`config.mk`:
```
export PLATFORM = sky130hd
export DESIGN_NAME = mlp_result_packer_flat
export DESIGN_NICKNAME = d
export VERILOG_FILES = /design/src/rtl/mlp_result_packer_if.sv /design/src/rtl/mlp_result_packer.sv /design/src/flat_wrapper.sv
export SDC_FILE = /design/constraint.sdc
export NUM_CORES = 1
export LEC_CHECK = 0
export BUFFER_PORTS_ARGS = -buffer_cell sky130_fd_sc_hd__buf_2
export CAP_MARGIN = 0
export CORE_MARGIN = 1
export CORE_UTILIZATION = 55
export CTS_BUF_LIST = sky130_fd_sc_hd__clkbuf_4 sky130_fd_sc_hd__clkbuf_8
export CTS_CLUSTER_SIZE = 25
export DETAILED_ROUTE_END_ITERATION = 16
export PLACE_DENSITY_LB_ADDON = 0.2
export SLEW_MARGIN = 25
export SYNTH_ARGS = -nofsm -noshare
export SYNTH_HDL_FRONTEND = slang
export SYNTH_SLANG_ARGS = --single-unit
```
`constraint.sdc`:
```
create_clock -name pi_clk -period 4.8 [get_ports pi_clk]
set_input_delay 0.96 -clock pi_clk [delete_from_list [all_inputs] [get_ports pi_clk]]
set_output_delay 0.96 -clock pi_clk [all_outputs]
set_load 0.01 [all_outputs]
```
`src/rtl/mlp_result_packer_if.sv`:
```
// Result/FIFO-write bundle between the MLP output layer,
// the result packer and axis_master.
interface mlp_result_packer_if #(
  parameter int DW = 32,
  parameter int RW = 16
);
  logic [RW-1:0] pi_result_data;
  logic          pi_result_valid;
  logic          pi_result_last;
  logic          po_result_ready;
  logic [DW-1:0] po_mlp_data;
  logic          po_write_to_fifo;
  logic          pi_wr_fifo_done;
  logic          po_frame_overflow;
  logic          po_busy;

  modport slave (
    input  pi_result_data,
    input  pi_result_valid,
    input  pi_result_last,
    input  pi_wr_fifo_done,
    output po_result_ready,
    output po_mlp_data,
    output po_write_to_fifo,
    output po_frame_overflow,
    output po_busy
  );

  modport master (
    output pi_result_data,
    output pi_result_valid,
    output pi_result_last,
    output pi_wr_fifo_done,
    input  po_result_ready,
    input  po_mlp_data,
    input  po_write_to_fifo,
    input  po_frame_overflow,
    input  po_busy
  );
endinterface

```
`src/rtl/mlp_result_packer.sv`:
```
// Packs MLP results into words, buffers a frame, flushes it to axis_master.
// Optional MLP_RESULT_ARGMAX_EN appends the argmax index word to each frame.
module mlp_result_packer #(
  parameter int C_M_AXIS_TDATA_WIDTH = 32,
  parameter int RESULT_WIDTH         = 16,
  parameter int MAX_WORDS            = 16
) (
  input logic                pi_clk,
  input logic                pi_rst,
  mlp_result_packer_if.slave bus
);
  localparam int DW    = C_M_AXIS_TDATA_WIDTH;
  localparam int RW    = RESULT_WIDTH;
  localparam int LANES = DW / RW;
  localparam int LW    = (LANES > 1) ? $clog2(LANES) : 1;
  localparam int AW    = $clog2(MAX_WORDS);
  localparam int CW    = AW + 1;

  typedef enum logic [1:0] {
    COLLECT   = 2'd0,
    FLUSH     = 2'd1,
    WAIT_DONE = 2'd2
  } state_e;

  state_e         state_q, state_d;
  logic [LW-1:0]  lane_q, lane_d;
  logic [CW-1:0]  wcnt_q, wcnt_d;
  logic [CW-1:0]  rd_q, rd_d;
  logic [DW-1:0]  word_q, word_d;
  logic           ovf_q, ovf_d;
  logic [DW-1:0]  buf_q [MAX_WORDS];

  logic          st_col, st_fl, st_wt;
  logic          acc, last, lane_full, commit;
  logic          ovf_hit, done_hit, flush_end;
  logic [CW-1:0] flush_n;
  logic [DW-1:0] word_ins;

  assign st_col    = (state_q == COLLECT);
  assign st_fl     = (state_q == FLUSH);
  assign st_wt     = (state_q == WAIT_DONE);
  assign acc       = bus.pi_result_valid & bus.po_result_ready;
  assign last      = bus.pi_result_last;
  assign lane_full = (lane_q == LW'(LANES - 1));
  assign commit    = acc & (lane_full | last);
  assign ovf_hit   = commit & ~last
                   & (wcnt_q == CW'(MAX_WORDS - 1));
  assign done_hit  = st_wt & bus.pi_wr_fifo_done;
  assign flush_end = (rd_q == flush_n - 1'b1);

  // Insert the incoming result into its lane of the partial word.
  always_comb begin
    word_ins = word_q;
    for (int k = 0; k < LANES; k++) begin
      if (lane_q == LW'(k)) begin
        word_ins[k*RW +: RW] = bus.pi_result_data;
      end
    end
  end

`ifdef MLP_RESULT_ARGMAX_EN
  localparam int IW = $clog2(MAX_WORDS * LANES) + 1;

  logic signed [RW-1:0] max_q, max_d;
  logic [IW-1:0]        idx_q, idx_d;
  logic [IW-1:0]        best_q, best_d;

  assign flush_n = wcnt_q + 1'b1;

  // Running signed maximum; strict compare keeps the lowest index on ties.
  always_comb begin
    max_d  = max_q;
    idx_d  = idx_q;
    best_d = best_q;
    if (acc) begin
      idx_d = idx_q + 1'b1;
      if ((idx_q == '0)
          || ($signed(bus.pi_result_data) > max_q)) begin
        max_d  = bus.pi_result_data;
        best_d = idx_q;
      end
    end
    if (done_hit) begin
      max_d  = '0;
      idx_d  = '0;
      best_d = '0;
    end
  end

  // Argmax tracking registers, restarted with each frame.
  always_ff @(posedge pi_clk) begin
    if (pi_rst) begin
      max_q  <= '0;
      idx_q  <= '0;
      best_q <= '0;
    end else begin
      max_q  <= max_d;
      idx_q  <= idx_d;
      best_q <= best_d;
    end
  end
`else
  assign flush_n = wcnt_q;
`endif

  // Lane/word bookkeeping, flush read pointer and sticky overflow.
  always_comb begin
    lane_d = lane_q;
    wcnt_d = wcnt_q;
    word_d = word_q;
    rd_d   = st_fl ? rd_q + 1'b1 : '0;
    ovf_d  = ovf_q | ovf_hit;
    if (acc) begin
      if (lane_full | last) begin
        lane_d = '0;
        word_d = '0;
        wcnt_d = wcnt_q + 1'b1;
      end else begin
        lane_d = lane_q + 1'b1;
        word_d = word_ins;
      end
    end
    if (done_hit) begin
      lane_d = '0;
      wcnt_d = '0;
    end
  end

  // Datapath registers; reset aborts any frame in progress.
  always_ff @(posedge pi_clk) begin
    if (pi_rst) begin
      lane_q <= '0;
      wcnt_q <= '0;
      word_q <= '0;
      rd_q   <= '0;
      ovf_q  <= 1'b0;
    end else begin
      lane_q <= lane_d;
      wcnt_q <= wcnt_d;
      word_q <= word_d;
      rd_q   <= rd_d;
      ovf_q  <= ovf_d;
    end
  end

  // Frame buffer; contents are don't-care after reset.
  always_ff @(posedge pi_clk) begin
    if (commit) begin
      buf_q[wcnt_q[AW-1:0]] <= word_ins;
    end
  end

  // FSM state register.
  always_ff @(posedge pi_clk) begin
    if (pi_rst) state_q <= COLLECT;
    else        state_q <= state_d;
  end

  // FSM next-state: frame end or truncation starts the flush.
  always_comb begin
    state_d = state_q;
    unique case (1'b1)
      st_col: if (acc & (last | ovf_hit)) state_d = FLUSH;
      st_fl:  if (flush_end) state_d = WAIT_DONE;
      st_wt:  if (bus.pi_wr_fifo_done) state_d = COLLECT;
      default: state_d = COLLECT;
    endcase
  end

  // FSM outputs: strobe and data are driven straight from state.
  always_comb begin
    bus.po_result_ready   = st_col
                          & (wcnt_q < CW'(MAX_WORDS));
    bus.po_write_to_fifo  = st_fl;
    bus.po_busy           = st_fl | st_wt;
    bus.po_frame_overflow = ovf_q;
    bus.po_mlp_data       = '0;
    if (st_fl) begin
      bus.po_mlp_data = buf_q[rd_q[AW-1:0]];
`ifdef MLP_RESULT_ARGMAX_EN
      if (rd_q == wcnt_q) bus.po_mlp_data = DW'(best_q);
`endif
    end
  end
endmodule
```
`src/flat_wrapper.sv`:
```
// flat-port wrapper written by rule: the top's interface ports become plain ports
module mlp_result_packer_flat 
#(
  parameter int C_M_AXIS_TDATA_WIDTH = 32,
  parameter int RESULT_WIDTH         = 16,
  parameter int MAX_WORDS            = 16
)
  (pi_clk, pi_rst, bus_pi_result_data, bus_pi_result_valid, bus_pi_result_last, bus_pi_wr_fifo_done, bus_po_result_ready, bus_po_mlp_data, bus_po_write_to_fifo, bus_po_frame_overflow, bus_po_busy);
  mlp_result_packer_if bus_i ();
  input logic pi_clk;
  input logic pi_rst;
  input wire logic [$bits(bus_i.pi_result_data)-1:0] bus_pi_result_data;
  input wire logic [$bits(bus_i.pi_result_valid)-1:0] bus_pi_result_valid;
  input wire logic [$bits(bus_i.pi_result_last)-1:0] bus_pi_result_last;
  input wire logic [$bits(bus_i.pi_wr_fifo_done)-1:0] bus_pi_wr_fifo_done;
  output wire logic [$bits(bus_i.po_result_ready)-1:0] bus_po_result_ready;
  output wire logic [$bits(bus_i.po_mlp_data)-1:0] bus_po_mlp_data;
  output wire logic [$bits(bus_i.po_write_to_fifo)-1:0] bus_po_write_to_fifo;
  output wire logic [$bits(bus_i.po_frame_overflow)-1:0] bus_po_frame_overflow;
  output wire logic [$bits(bus_i.po_busy)-1:0] bus_po_busy;
  assign bus_i.pi_result_data = bus_pi_result_data;
  assign bus_i.pi_result_valid = bus_pi_result_valid;
  assign bus_i.pi_result_last = bus_pi_result_last;
  assign bus_i.pi_wr_fifo_done = bus_pi_wr_fifo_done;
  assign bus_po_result_ready = bus_i.po_result_ready;
  assign bus_po_mlp_data = bus_i.po_mlp_data;
  assign bus_po_write_to_fifo = bus_i.po_write_to_fifo;
  assign bus_po_frame_overflow = bus_i.po_frame_overflow;
  assign bus_po_busy = bus_i.po_busy;
  mlp_result_packer #(.C_M_AXIS_TDATA_WIDTH(C_M_AXIS_TDATA_WIDTH), .RESULT_WIDTH(RESULT_WIDTH), .MAX_WORDS(MAX_WORDS)) u_core (.pi_clk(pi_clk), .pi_rst(pi_rst), .bus(bus_i));
endmodule
```
Word level (Yosys, flattened, before mapping)
Memory sizes are Yosys's and may differ from the RTL's. A register that Yosys moved wholly into a read port is not among the register bits.
Index checks and enable logic that the tools add are counted.
- bits in registers: 46
- output and inout bits: 36
- logic and storage cells: 49
- bits of input ports: 21
- RAM bits: 512
- memories: 1
- memories (memory ; depth ; width ; read ports ; clocked after memory_dff ; wr ports ; RTL line ; text):
    u_core.buf_q ; 16 ; 32 ; 1 ; 1 ; 1 ; mlp_result_packer.sv:31 ; logic [DW-1:0] buf_q [MAX_WORDS];
- add/subtract/negate cells: 4
- reductions and logical operators: 5
- $lt $le $gt $ge: 1
- multiplexer cells: 12
- bitwise logic cells: 13
- eq/ne operators: 7
- operators by type and width (cell ; count):
    $mux 32 ; 2
    $mux 16 ; 2
    $add 5x1->5 const B ; 2
    $and 1x1->1 ; 7
    $mux 2 ; 3
    $ne 2x2->1 const B ; 3
    $pmux 2 s3 ; 1
    $eq 5x4->1 const B ; 1
    $eq 5x5->1 ; 1
    $lt 5x5->1 const B ; 1
    $sub 5x1->5 const B ; 1
    $mux 4 ; 1
    $or 1x1->1 ; 4
    $reduce_or 2->1 ; 2
    $mux 1 ; 3
    $reduce_and 3->1 ; 1
    $eq 2x1->1 const B ; 1
    $eq 2x2->1 const B ; 1
    $logic_not 2->1 ; 1
    $not 1->1 ; 2
    $reduce_and 2->1 ; 1
    $add 1x1->1 const B ; 1

Longest topological paths before layout
Gate-level depths: netlist (run 1).
- word-level depth: 10
- mapped depth: 8
- gate-level depth less buffers: 8

Worst setup path after synthesis (run 1)
Ideal clock, no wire load.
- kind: input port to flip-flop
- from: input bus_pi_result_valid
- to: memory u_core.buf_q[3][0], enable pin
- path buffers: 0
- arrival: 3844 ps
- required time: 4339 ps
- setup slack: 495 ps
- setup time: 461 ps
- stages: 4
- path through: nand3b_1 nor2_1 nand2_1 nor3_1
- longest elaborated chain between the ends: 4
- ends and longest elaborated chain (item ; RTL line ; text):
    start, declared ; flat_wrapper.sv:13 ; input wire logic [$bits(bus_i.pi_result_valid)-1:0] bus_pi_result_valid;
    $and 1x1->1 ; mlp_result_packer.sv:42 ; assign acc = bus.pi_result_valid & bus.po_result_ready;
    $and 1x1->1 ; mlp_result_packer.sv:45 ; assign commit = acc & (lane_full | last);
    $mux 1 ; mlp_result_packer.sv:148 ; if (commit) begin
    $mux 1 (implied by the code) ; mlp_result_packer.sv:149 ; buf_q[wcnt_q[AW-1:0]] <= word_ins;
    end, declared ; mlp_result_packer.sv:31 ;
No other way between the ends.

==> metrics.txt, run 1 <==
# TYPE chip_impl_metric gauge
chip_impl_metric{name="nets",unit=""} 1157
chip_impl_metric{name="post-cts-setup-buffers",unit=""} 0
chip_impl_metric{name="clkTransAtPathRegs",unit="ns"} 0.07
chip_impl_metric{name="io_pins",unit=""} 57
chip_impl_metric{name="area_delta_synth_final",unit="%"} 13.5
chip_impl_metric{name="post_cts_hold_buffer_count",unit=""} 0
chip_impl_metric{name="clock.fmax",unit="MHz"} 244
chip_impl_metric{name="routed_via_count",unit=""} 10300
chip_impl_metric{name="placedInstanceArea",unit="um^2"} 22900
chip_impl_metric{name="dieWidth",unit="um"} 201
chip_impl_metric{name="numClockSinks",unit=""} 558
chip_impl_metric{name="drtIter0Drc",unit=""} 988
chip_impl_metric{name="fp.dieArea",unit="um^2"} 40300
chip_impl_metric{name="maxCapViolCount",unit=""} 0
chip_impl_metric{name="synthesis.yosys.warnings",unit=""} 0
chip_impl_metric{name="place.gp.congestion",unit=""} 0.775
chip_impl_metric{name="globalRouteOverflowTotal",unit=""} 0
chip_impl_metric{name="clock_insertion_delay_worst_skew",unit="ns"} 0.65
chip_impl_metric{name="async_flop_share",unit=""} 0
chip_impl_metric{name="grt_antenna_before_repair",unit=""} 2
chip_impl_info{name="timing.rr.end",value="u_core.buf_q[12][26]"} 1
chip_impl_metric{name="ctsLongestPathBuffers",unit=""} 3
chip_impl_metric{name="syn_area_per_cell",unit="um^2"} 21.6
chip_impl_metric{name="synthesis.area",unit="um^2"} 21700
chip_impl_metric{name="arrival",unit="ns"} 3.14
chip_impl_metric{name="power.density_cell_area",unit="nW/um^2"} 432
chip_impl_info{name="most_frequent_standard_cell_in_the_layout_excluding_fill_and_tap_cells",value="sky130_fd_sc_hd__edfxtp_1"} 1
chip_impl_metric{name="vdd_drop_max",unit="mV"} 0.300
chip_impl_metric{name="synthesized_nets",unit=""} 1035
chip_impl_metric{name="first_pass_detailed_route_iteration_total",unit=""} 5
chip_impl_metric{name="report.final.slew_viol_count",unit=""} 0
chip_impl_metric{name="first_global_vias",unit=""} 10800
chip_impl_metric{name="final.setup.worst_slack",unit="ns"} 0.700
chip_impl_metric{name="fin_tns_setup",unit="ns"} 0
chip_impl_metric{name="sequential_element_share_of_the_synthesized_area",unit=""} 0.751
chip_impl_metric{name="maxSlewHeadroom",unit=""} 0.315
chip_impl_metric{name="port_buffers",unit=""} 56
chip_impl_metric{name="cts_htree_levels",unit=""} 3
chip_impl_metric{name="post_route_cells_drive_above_1_share",unit=""} 0.374
chip_impl_metric{name="fp.dieH",unit="um"} 201
chip_impl_info{name="rr_startpoint",value="u_core.state_q[1]"} 1
chip_impl_metric{name="pre_cts_ws",unit="ns"} 1.25
chip_impl_metric{name="layout.filler_cells",unit=""} 2635
chip_impl_metric{name="worst-r2r-setup-slack",unit="ns"} 1.67
chip_impl_metric{name="netlist-cell-type-count",unit=""} 33
chip_impl_metric{name="synthesis.instances",unit=""} 1003
chip_impl_info{name="worst_hold_path_type",value="register to register"} 1
chip_impl_info{name="critical_path_class",value="register to output pin"} 1
chip_impl_metric{name="core",unit="um^2"} 38700
chip_impl_metric{name="cts-buffers-inserted",unit=""} 87
chip_impl_metric{name="final_antenna_net_count",unit=""} 0
chip_impl_info{name="run_status",value="complete, no violations"} 1
chip_impl_info{name="root_buffer",value="sky130_fd_sc_hd__clkbuf_8"} 1
chip_impl_info{name="tritoncts_clock_tree",value="done"} 1
chip_impl_metric{name="floorplan.initialDensity",unit=""} 0.560
chip_impl_metric{name="detailed_place_hpwl",unit="mm"} 26.5
chip_impl_metric{name="seq_area",unit="um^2"} 16300
chip_impl_metric{name="area_of_the_multi_input_gates",unit="um^2"} 5200
chip_impl_metric{name="final_core_utilization",unit=""} 0.636
chip_impl_metric{name="synth_enable_flop_cells",unit=""} 512
chip_impl_metric{name="fp-row-count",unit=""} 72
chip_impl_metric{name="detail_route.wl_per_cell",unit="um"} 27.6
chip_impl_info{name="worstSetupStartpointType",value="register"} 1
chip_impl_metric{name="worstPathRequired",unit="ns"} 3.84
chip_impl_metric{name="finClkSkew",unit="ns"} 0.0276
chip_impl_metric{name="cts_resized",unit=""} 0
chip_impl_metric{name="antenna_cells_inserted",unit=""} 0
chip_impl_info{name="min_delay_worst_endpoint",value="u_core.word_q[30]"} 1
chip_impl_metric{name="post-route-period-util",unit=""} 0.854
chip_impl_metric{name="cp_max_fo",unit=""} 25
chip_impl_metric{name="route.detailed.drc",unit=""} 0
chip_impl_metric{name="design_area",unit="um^2"} 24600
chip_impl_metric{name="worstMarginPinSlew",unit="ns"} 1.03
chip_impl_metric{name="ff2ff_path_depth",unit=""} 8
chip_impl_metric{name="grt_use_total",unit=""} 0.246
chip_impl_metric{name="drt-vias-per-instance",unit=""} 6.04
chip_impl_metric{name="hold-path-cell-count",unit=""} 1
chip_impl_metric{name="grt_start_max_net_pins",unit=""} 44
chip_impl_metric{name="total_leakage_power",unit="nW"} 7.89
chip_impl_metric{name="timing_hold_violations_final",unit=""} 0
chip_impl_metric{name="drt-total-wl",unit="mm"} 47.3
chip_impl_info{name="ys.flop_type",value="sky130_fd_sc_hd__edfxtp_1"} 1
chip_impl_info{name="mostFrequentLayoutCells",value="sky130_fd_sc_hd__edfxtp_1 (512), sky130_fd_sc_hd__mux4_2 (160), sky130_fd_sc_hd__clkbuf_8 (95)"} 1
chip_impl_metric{name="finalSetupViolations",unit=""} 0
chip_impl_info{name="rsz0062_at_grt",value="false"} 1
chip_impl_info{name="hp-start",value="u_core.word_q[30]"} 1
chip_impl_metric{name="grt_pass1_wl",unit="mm"} 70.8
chip_impl_metric{name="synth_largest_type_area_fraction",unit=""} 0.708
chip_impl_metric{name="shortest_clock_period_the_worst_path_allows_after_layout",unit="ns"} 4.10
chip_impl_metric{name="ys_seq_elements",unit=""} 558
chip_impl_info{name="crit_path_end_kind",value="output pin"} 1
chip_impl_info{name="synth.top_cells.by_area",value="sky130_fd_sc_hd__edfxtp_1 (71%), sky130_fd_sc_hd__mux4_2 (17%), sky130_fd_sc_hd__dfxtp_1 (4.2%)"} 1
chip_impl_info{name="synth_area_leader_cell",value="sky130_fd_sc_hd__edfxtp_1"} 1
critical path, cell delays in order (launching register included):
cell,delay (ns)
sky130_fd_sc_hd__dfxtp_4,0.59
sky130_fd_sc_hd__buf_4,0.51
sky130_fd_sc_hd__mux4_2,0.59
sky130_fd_sc_hd__mux4_2,0.48
sky130_fd_sc_hd__and2_1,0.17
sky130_fd_sc_hd__buf_2,0.13
worst max path at each step:
stage	start	end	slack, ns	cells past startpoint
global route	u_core.rd_q[0]	bus_po_mlp_data[7]	0.49	5
detailed placement	bus_pi_result_valid	u_core.buf_q[12][30]	1.25	7
floorplan	bus_pi_result_valid	u_core.buf_q[3][0]	0.49	4
finish	u_core.rd_q[0]	bus_po_mlp_data[7]	0.70	5
CTS	u_core.rd_q[0]	bus_po_mlp_data[7]	0.59	5
global placement	u_core.rd_q[0]	bus_po_mlp_data[7]	1.31	5
routing by layer:
layer  track usage  share of wire  wire length, um  vias to the layer above
li1              -              -                -                     4382
met1         0.352           0.42            20100                     5516
met2         0.384           0.49            23200                      355
met3        0.0505          0.061             2890                       82
met4        0.0845          0.024             1120                        4
met5             0        0.00049               23                        -
area by class of cell:
class | instances | share of cell area
clock inverters | 29 | 0.00711
flip-flops and latches | 558 | 0.662
multi-input cells | 383 | 0.211
inverters | 7 | 0.00107
clock buffers | 129 | 0.0634
well taps | 518 | 0.0263
repair buffers | 88 | 0.0287
cells in the mapped netlist, types with 3 or more instances:
master,instances
sky130_fd_sc_hd__a21oi_1,20
sky130_fd_sc_hd__buf_1,18
sky130_fd_sc_hd__xor2_1,8
sky130_fd_sc_hd__xnor2_1,4
sky130_fd_sc_hd__nand3_1,19
sky130_fd_sc_hd__nand2_1,25
sky130_fd_sc_hd__nor3_1,5
sky130_fd_sc_hd__ha_1,11
sky130_fd_sc_hd__buf_6,10
sky130_fd_sc_hd__nand2b_1,7
sky130_fd_sc_hd__mux2_2,32
sky130_fd_sc_hd__mux4_2,160
sky130_fd_sc_hd__edfxtp_1,512
sky130_fd_sc_hd__and2_1,49
sky130_fd_sc_hd__buf_2,6
sky130_fd_sc_hd__o21ai_0,3
sky130_fd_sc_hd__nor2_1,26
sky130_fd_sc_hd__dfxtp_1,46
sky130_fd_sc_hd__inv_1,7
sky130_fd_sc_hd__clkbuf_1,21
registers in the layout, indices dropped and copies added, names as in the netlist:
name / cells
u_core.buf_q: 512
u_core.word_q: 32
u_core.flush_n: 5
u_core.state_q: 2
u_core.rd_q: 5
u_core.bus.po_frame_overflow: 1
u_core.lane_full: 1
logic make-up after synthesis:
logic type	Yosys count	synth area share
AOI/OAI and AO/OA	29	0.00755
xor gates and xnor gates	12	0.00484
adders and majority gates	11	0.00634
buffers and inverters	62	0.0145
DFF	558	0.751
muxes	193	0.183
and+or+nand+nor	138	0.0327
per-stage QoR:
step / power, mW / cells / hold slack (ns)
after global routing: 11.1 / 1712 / 0.472
after global placement: 6.82 / 1554 / 0.434
after floorplan: 6.47 / 1003 / 0.426
after detailed placement: 6.84 / 1554 / 0.440
after CTS: 10.7 / 1712 / 0.454
final: 10.7 / 1712 / 0.454
power breakdown:
part           total [mW]  switching (mW)  internal [mW]
sequential           5.49          0.0502           5.44
combinational        1.23           0.659          0.569
clock                3.94            1.79           2.14
(Power assumes the default switching activity.)
==> run 2: changes to the inputs <==
==> constraint.sdc (replaced) <==
create_clock -name pi_clk -period 3.6 [get_ports pi_clk]
set_input_delay 0.72 -clock pi_clk [delete_from_list [all_inputs] [get_ports pi_clk]]
set_output_delay 0.72 -clock pi_clk [all_outputs]
set_load 0.01 [all_outputs]
==> metrics.txt, run 2 (synthesis gave the netlist of run 1 again) <==
# TYPE chip_impl_metric gauge
chip_impl_info{name="run_status",value="complete, no violations"} 1
chip_impl_metric{name="io_pins",unit=""} 57
chip_impl_metric{name="nets",unit=""} 1182
chip_impl_metric{name="design_area",unit="um^2"} 24900
chip_impl_info{name="root_buffer",value="sky130_fd_sc_hd__clkbuf_8"} 1
chip_impl_metric{name="floorplan.initialDensity",unit=""} 0.560
chip_impl_metric{name="cp_max_fo",unit=""} 19
chip_impl_metric{name="finClkSkew",unit="ns"} 0.0458
chip_impl_metric{name="clock.fmax",unit="MHz"} 286
chip_impl_metric{name="post-route-period-util",unit=""} 0.972
chip_impl_info{name="timing.rr.end",value="u_core.buf_q[10][6]"} 1
chip_impl_metric{name="first_pass_detailed_route_iteration_total",unit=""} 5
chip_impl_metric{name="power.density_cell_area",unit="nW/um^2"} 573
chip_impl_metric{name="cts_htree_levels",unit=""} 3
chip_impl_metric{name="drtIter0Drc",unit=""} 1005
chip_impl_metric{name="antenna_cells_inserted",unit=""} 0
chip_impl_metric{name="ctsLongestPathBuffers",unit=""} 3
chip_impl_metric{name="worstMarginPinSlew",unit="ns"} 1.02
chip_impl_info{name="rsz0062_at_grt",value="false"} 1
chip_impl_metric{name="clock_insertion_delay_worst_skew",unit="ns"} 0.65
chip_impl_metric{name="grt_antenna_before_repair",unit=""} 0
chip_impl_metric{name="detailed_place_hpwl",unit="mm"} 27.5
chip_impl_metric{name="worst-r2r-setup-slack",unit="ns"} 1.03
chip_impl_metric{name="port_buffers",unit=""} 56
chip_impl_metric{name="ff2ff_path_depth",unit=""} 7
chip_impl_metric{name="final_antenna_net_count",unit=""} 0
chip_impl_metric{name="drt-vias-per-instance",unit=""} 6.06
chip_impl_metric{name="placedInstanceArea",unit="um^2"} 23000
chip_impl_info{name="cp_top_family",value="multiplexers"} 1
chip_impl_metric{name="finalSetupViolations",unit=""} 0
chip_impl_info{name="rr_startpoint",value="u_core.state_q[0]"} 1
chip_impl_metric{name="routed_via_count",unit=""} 10500
chip_impl_metric{name="fp.dieArea",unit="um^2"} 40300
chip_impl_metric{name="grt_start_max_net_pins",unit=""} 62
chip_impl_metric{name="shortest_clock_period_the_worst_path_allows_after_layout",unit="ns"} 3.50
chip_impl_metric{name="fp-row-count",unit=""} 72
chip_impl_metric{name="maxSlewHeadroom",unit=""} 0.318
chip_impl_metric{name="post_cts_hold_buffer_count",unit=""} 0
chip_impl_metric{name="report.final.slew_viol_count",unit=""} 0
chip_impl_info{name="tritoncts_clock_tree",value="done"} 1
chip_impl_info{name="worstSetupStartpointType",value="register"} 1
chip_impl_metric{name="crit_buf_inv",unit=""} 3
chip_impl_metric{name="final.setup.worst_slack",unit="ns"} 0.101
chip_impl_info{name="mostFrequentLayoutCells",value="sky130_fd_sc_hd__edfxtp_1 (512), sky130_fd_sc_hd__mux4_2 (160), sky130_fd_sc_hd__clkbuf_8 (90)"} 1
chip_impl_metric{name="largest_register_ff_count",unit=""} 512
chip_impl_info{name="most_frequent_standard_cell_in_the_layout_excluding_fill_and_tap_cells",value="sky130_fd_sc_hd__edfxtp_1"} 1
chip_impl_metric{name="grt_use_total",unit=""} 0.247
chip_impl_info{name="worst_path_most_repeated_cell",value="sky130_fd_sc_hd__mux4_2"} 1
chip_impl_metric{name="numClockSinks",unit=""} 558
chip_impl_metric{name="dieWidth",unit="um"} 201
chip_impl_metric{name="cts-buffers-inserted",unit=""} 88
chip_impl_metric{name="critical-path-max-stage-delay",unit="ns"} 0.53
chip_impl_metric{name="maxCapViolCount",unit=""} 0
chip_impl_metric{name="route.detailed.drc",unit=""} 0
chip_impl_metric{name="arrival",unit="ns"} 2.78
chip_impl_metric{name="layout.filler_cells",unit=""} 2647
chip_impl_metric{name="detail_route.wl_per_cell",unit="um"} 28.0
chip_impl_metric{name="fp.dieH",unit="um"} 201
chip_impl_info{name="slowest_stage",value="sky130_fd_sc_hd__mux4_2"} 1
chip_impl_metric{name="first_global_vias",unit=""} 10800
chip_impl_info{name="crit_path_end_kind",value="output pin"} 1
chip_impl_metric{name="hold-path-cell-count",unit=""} 3
chip_impl_info{name="critical_path_class",value="register to output pin"} 1
chip_impl_metric{name="total_leakage_power",unit="nW"} 8.00
chip_impl_metric{name="drt-total-wl",unit="mm"} 48.5
chip_impl_info{name="hp-start",value="bus_pi_result_data[2]"} 1
chip_impl_metric{name="vdd_drop_max",unit="mV"} 0.355
chip_impl_info{name="worst_hold_path_type",value="input port to register"} 1
chip_impl_info{name="timing.critical_path.cells",value="buf_12 > clkbuf_16 > mux4_2 > mux4_2 > and2_1 > buf_2"} 1
chip_impl_metric{name="globalRouteOverflowTotal",unit=""} 0
chip_impl_metric{name="worstPathRequired",unit="ns"} 2.88
chip_impl_info{name="min_delay_worst_endpoint",value="u_core.word_q[2]"} 1
chip_impl_metric{name="core",unit="um^2"} 38700
chip_impl_metric{name="post_route_cells_drive_above_1_share",unit=""} 0.385
chip_impl_metric{name="pre_cts_ws",unit="ns"} 0.658
chip_impl_metric{name="place.gp.congestion",unit=""} 0.757
chip_impl_metric{name="area_delta_synth_final",unit="%"} 14.5
chip_impl_metric{name="grt_pass1_wl",unit="mm"} 71.1
chip_impl_metric{name="clkTransAtPathRegs",unit="ns"} 0.06
chip_impl_metric{name="timing_hold_violations_final",unit=""} 0
[run 2: layout make-up]
cell class              instances  area (um^2)  area share
well taps                     518          648      0.0261
clock buffers                 127         1520      0.0610
repair buffers                112          948      0.0382
inverters                       7         26.3     0.00106
flip-flops and latches        558        16300       0.656
clock inverters                28          173     0.00695
multi-input cells             383         5230       0.210
[run 2: how the worst max path moves through the flow]
| stage | startpoint | end | slack, ns | cells past startpoint |
|---|---|---|---|---|
| final | u_core.rd_q[0] | bus_po_mlp_data[1] | 0.10 | 6 |
| after global routing | u_core.rd_q[0] | bus_po_mlp_data[25] | 0.001 | 6 |
| after CTS | u_core.rd_q[0] | bus_po_mlp_data[12] | -0.03 | 6 |
| after detailed placement | u_core.rd_q[0] | bus_po_mlp_data[15] | 0.66 | 6 |
| after global placement | u_core.rd_q[0] | bus_po_mlp_data[15] | 0.65 | 6 |
| after floorplan | bus_pi_result_valid | u_core.buf_q[7][0] | 0.39 | 4 |
[run 2: tightest hold or removal path, delay by kind of cell]
family / cells / cell delay, ns
AND/OR/NAND/NOR: 1 / 0.06
AO/OA/AOI/OAI: 1 / 0.06
buffers and inverters: 1 / 0.12
[run 2: power by group]
group	internal [mW]	total [mW]	leakage (nW)	switching, mW
sequential	7.25	7.30	5.07	0.0455
combinational	0.856	1.79	2.04	0.933
clock	2.78	5.15	0.897	2.37
total	10.9	14.2	8.00	3.35
[run 2: repair_timing]
item                                    in CTS  in global routing
resized for setup                            1                  6
buffers inserted                             0                  6
endpoints found under the setup margin      18                 27
cloned                                       0                  2
hold endpoints to repair                     0                  0
[run 2: routing by layer]
| metal | wire (um) | vias to the layer above | part of all wire | global-route usage |
|---|---|---|---|---|
| met1 | 20000 | 5580 | 0.41 | 0.345 |
| met3 | 3310 | 72 | 0.068 | 0.0503 |
| met5 | 0 | - | 0 | 0 |
| met4 | 1090 | 0 | 0.022 | 0.0842 |
| met2 | 24100 | 406 | 0.50 | 0.395 |
| li1 | - | 4440 | - | - |
[run 2: per-stage QoR]
step / TNS, ns / instances / hold slack [ns] / power (mW) / util
5_1_grt: 0 / 1733 / 0.346 / 14.8 / 0.642
4_1_cts: -0.254 / 1725 / 0.322 / 14.3 / 0.638
3_3_place_gp: 0 / 1570 / 0.435 / 9.13 / 0.594
2_1_floorplan: 0 / 1003 / 0.426 / 8.63 / -
3_5_place_dp: 0 / 1570 / 0.441 / 9.16 / 0.594
6_report: 0 / 1733 / 0.370 / 14.2 / 0.642
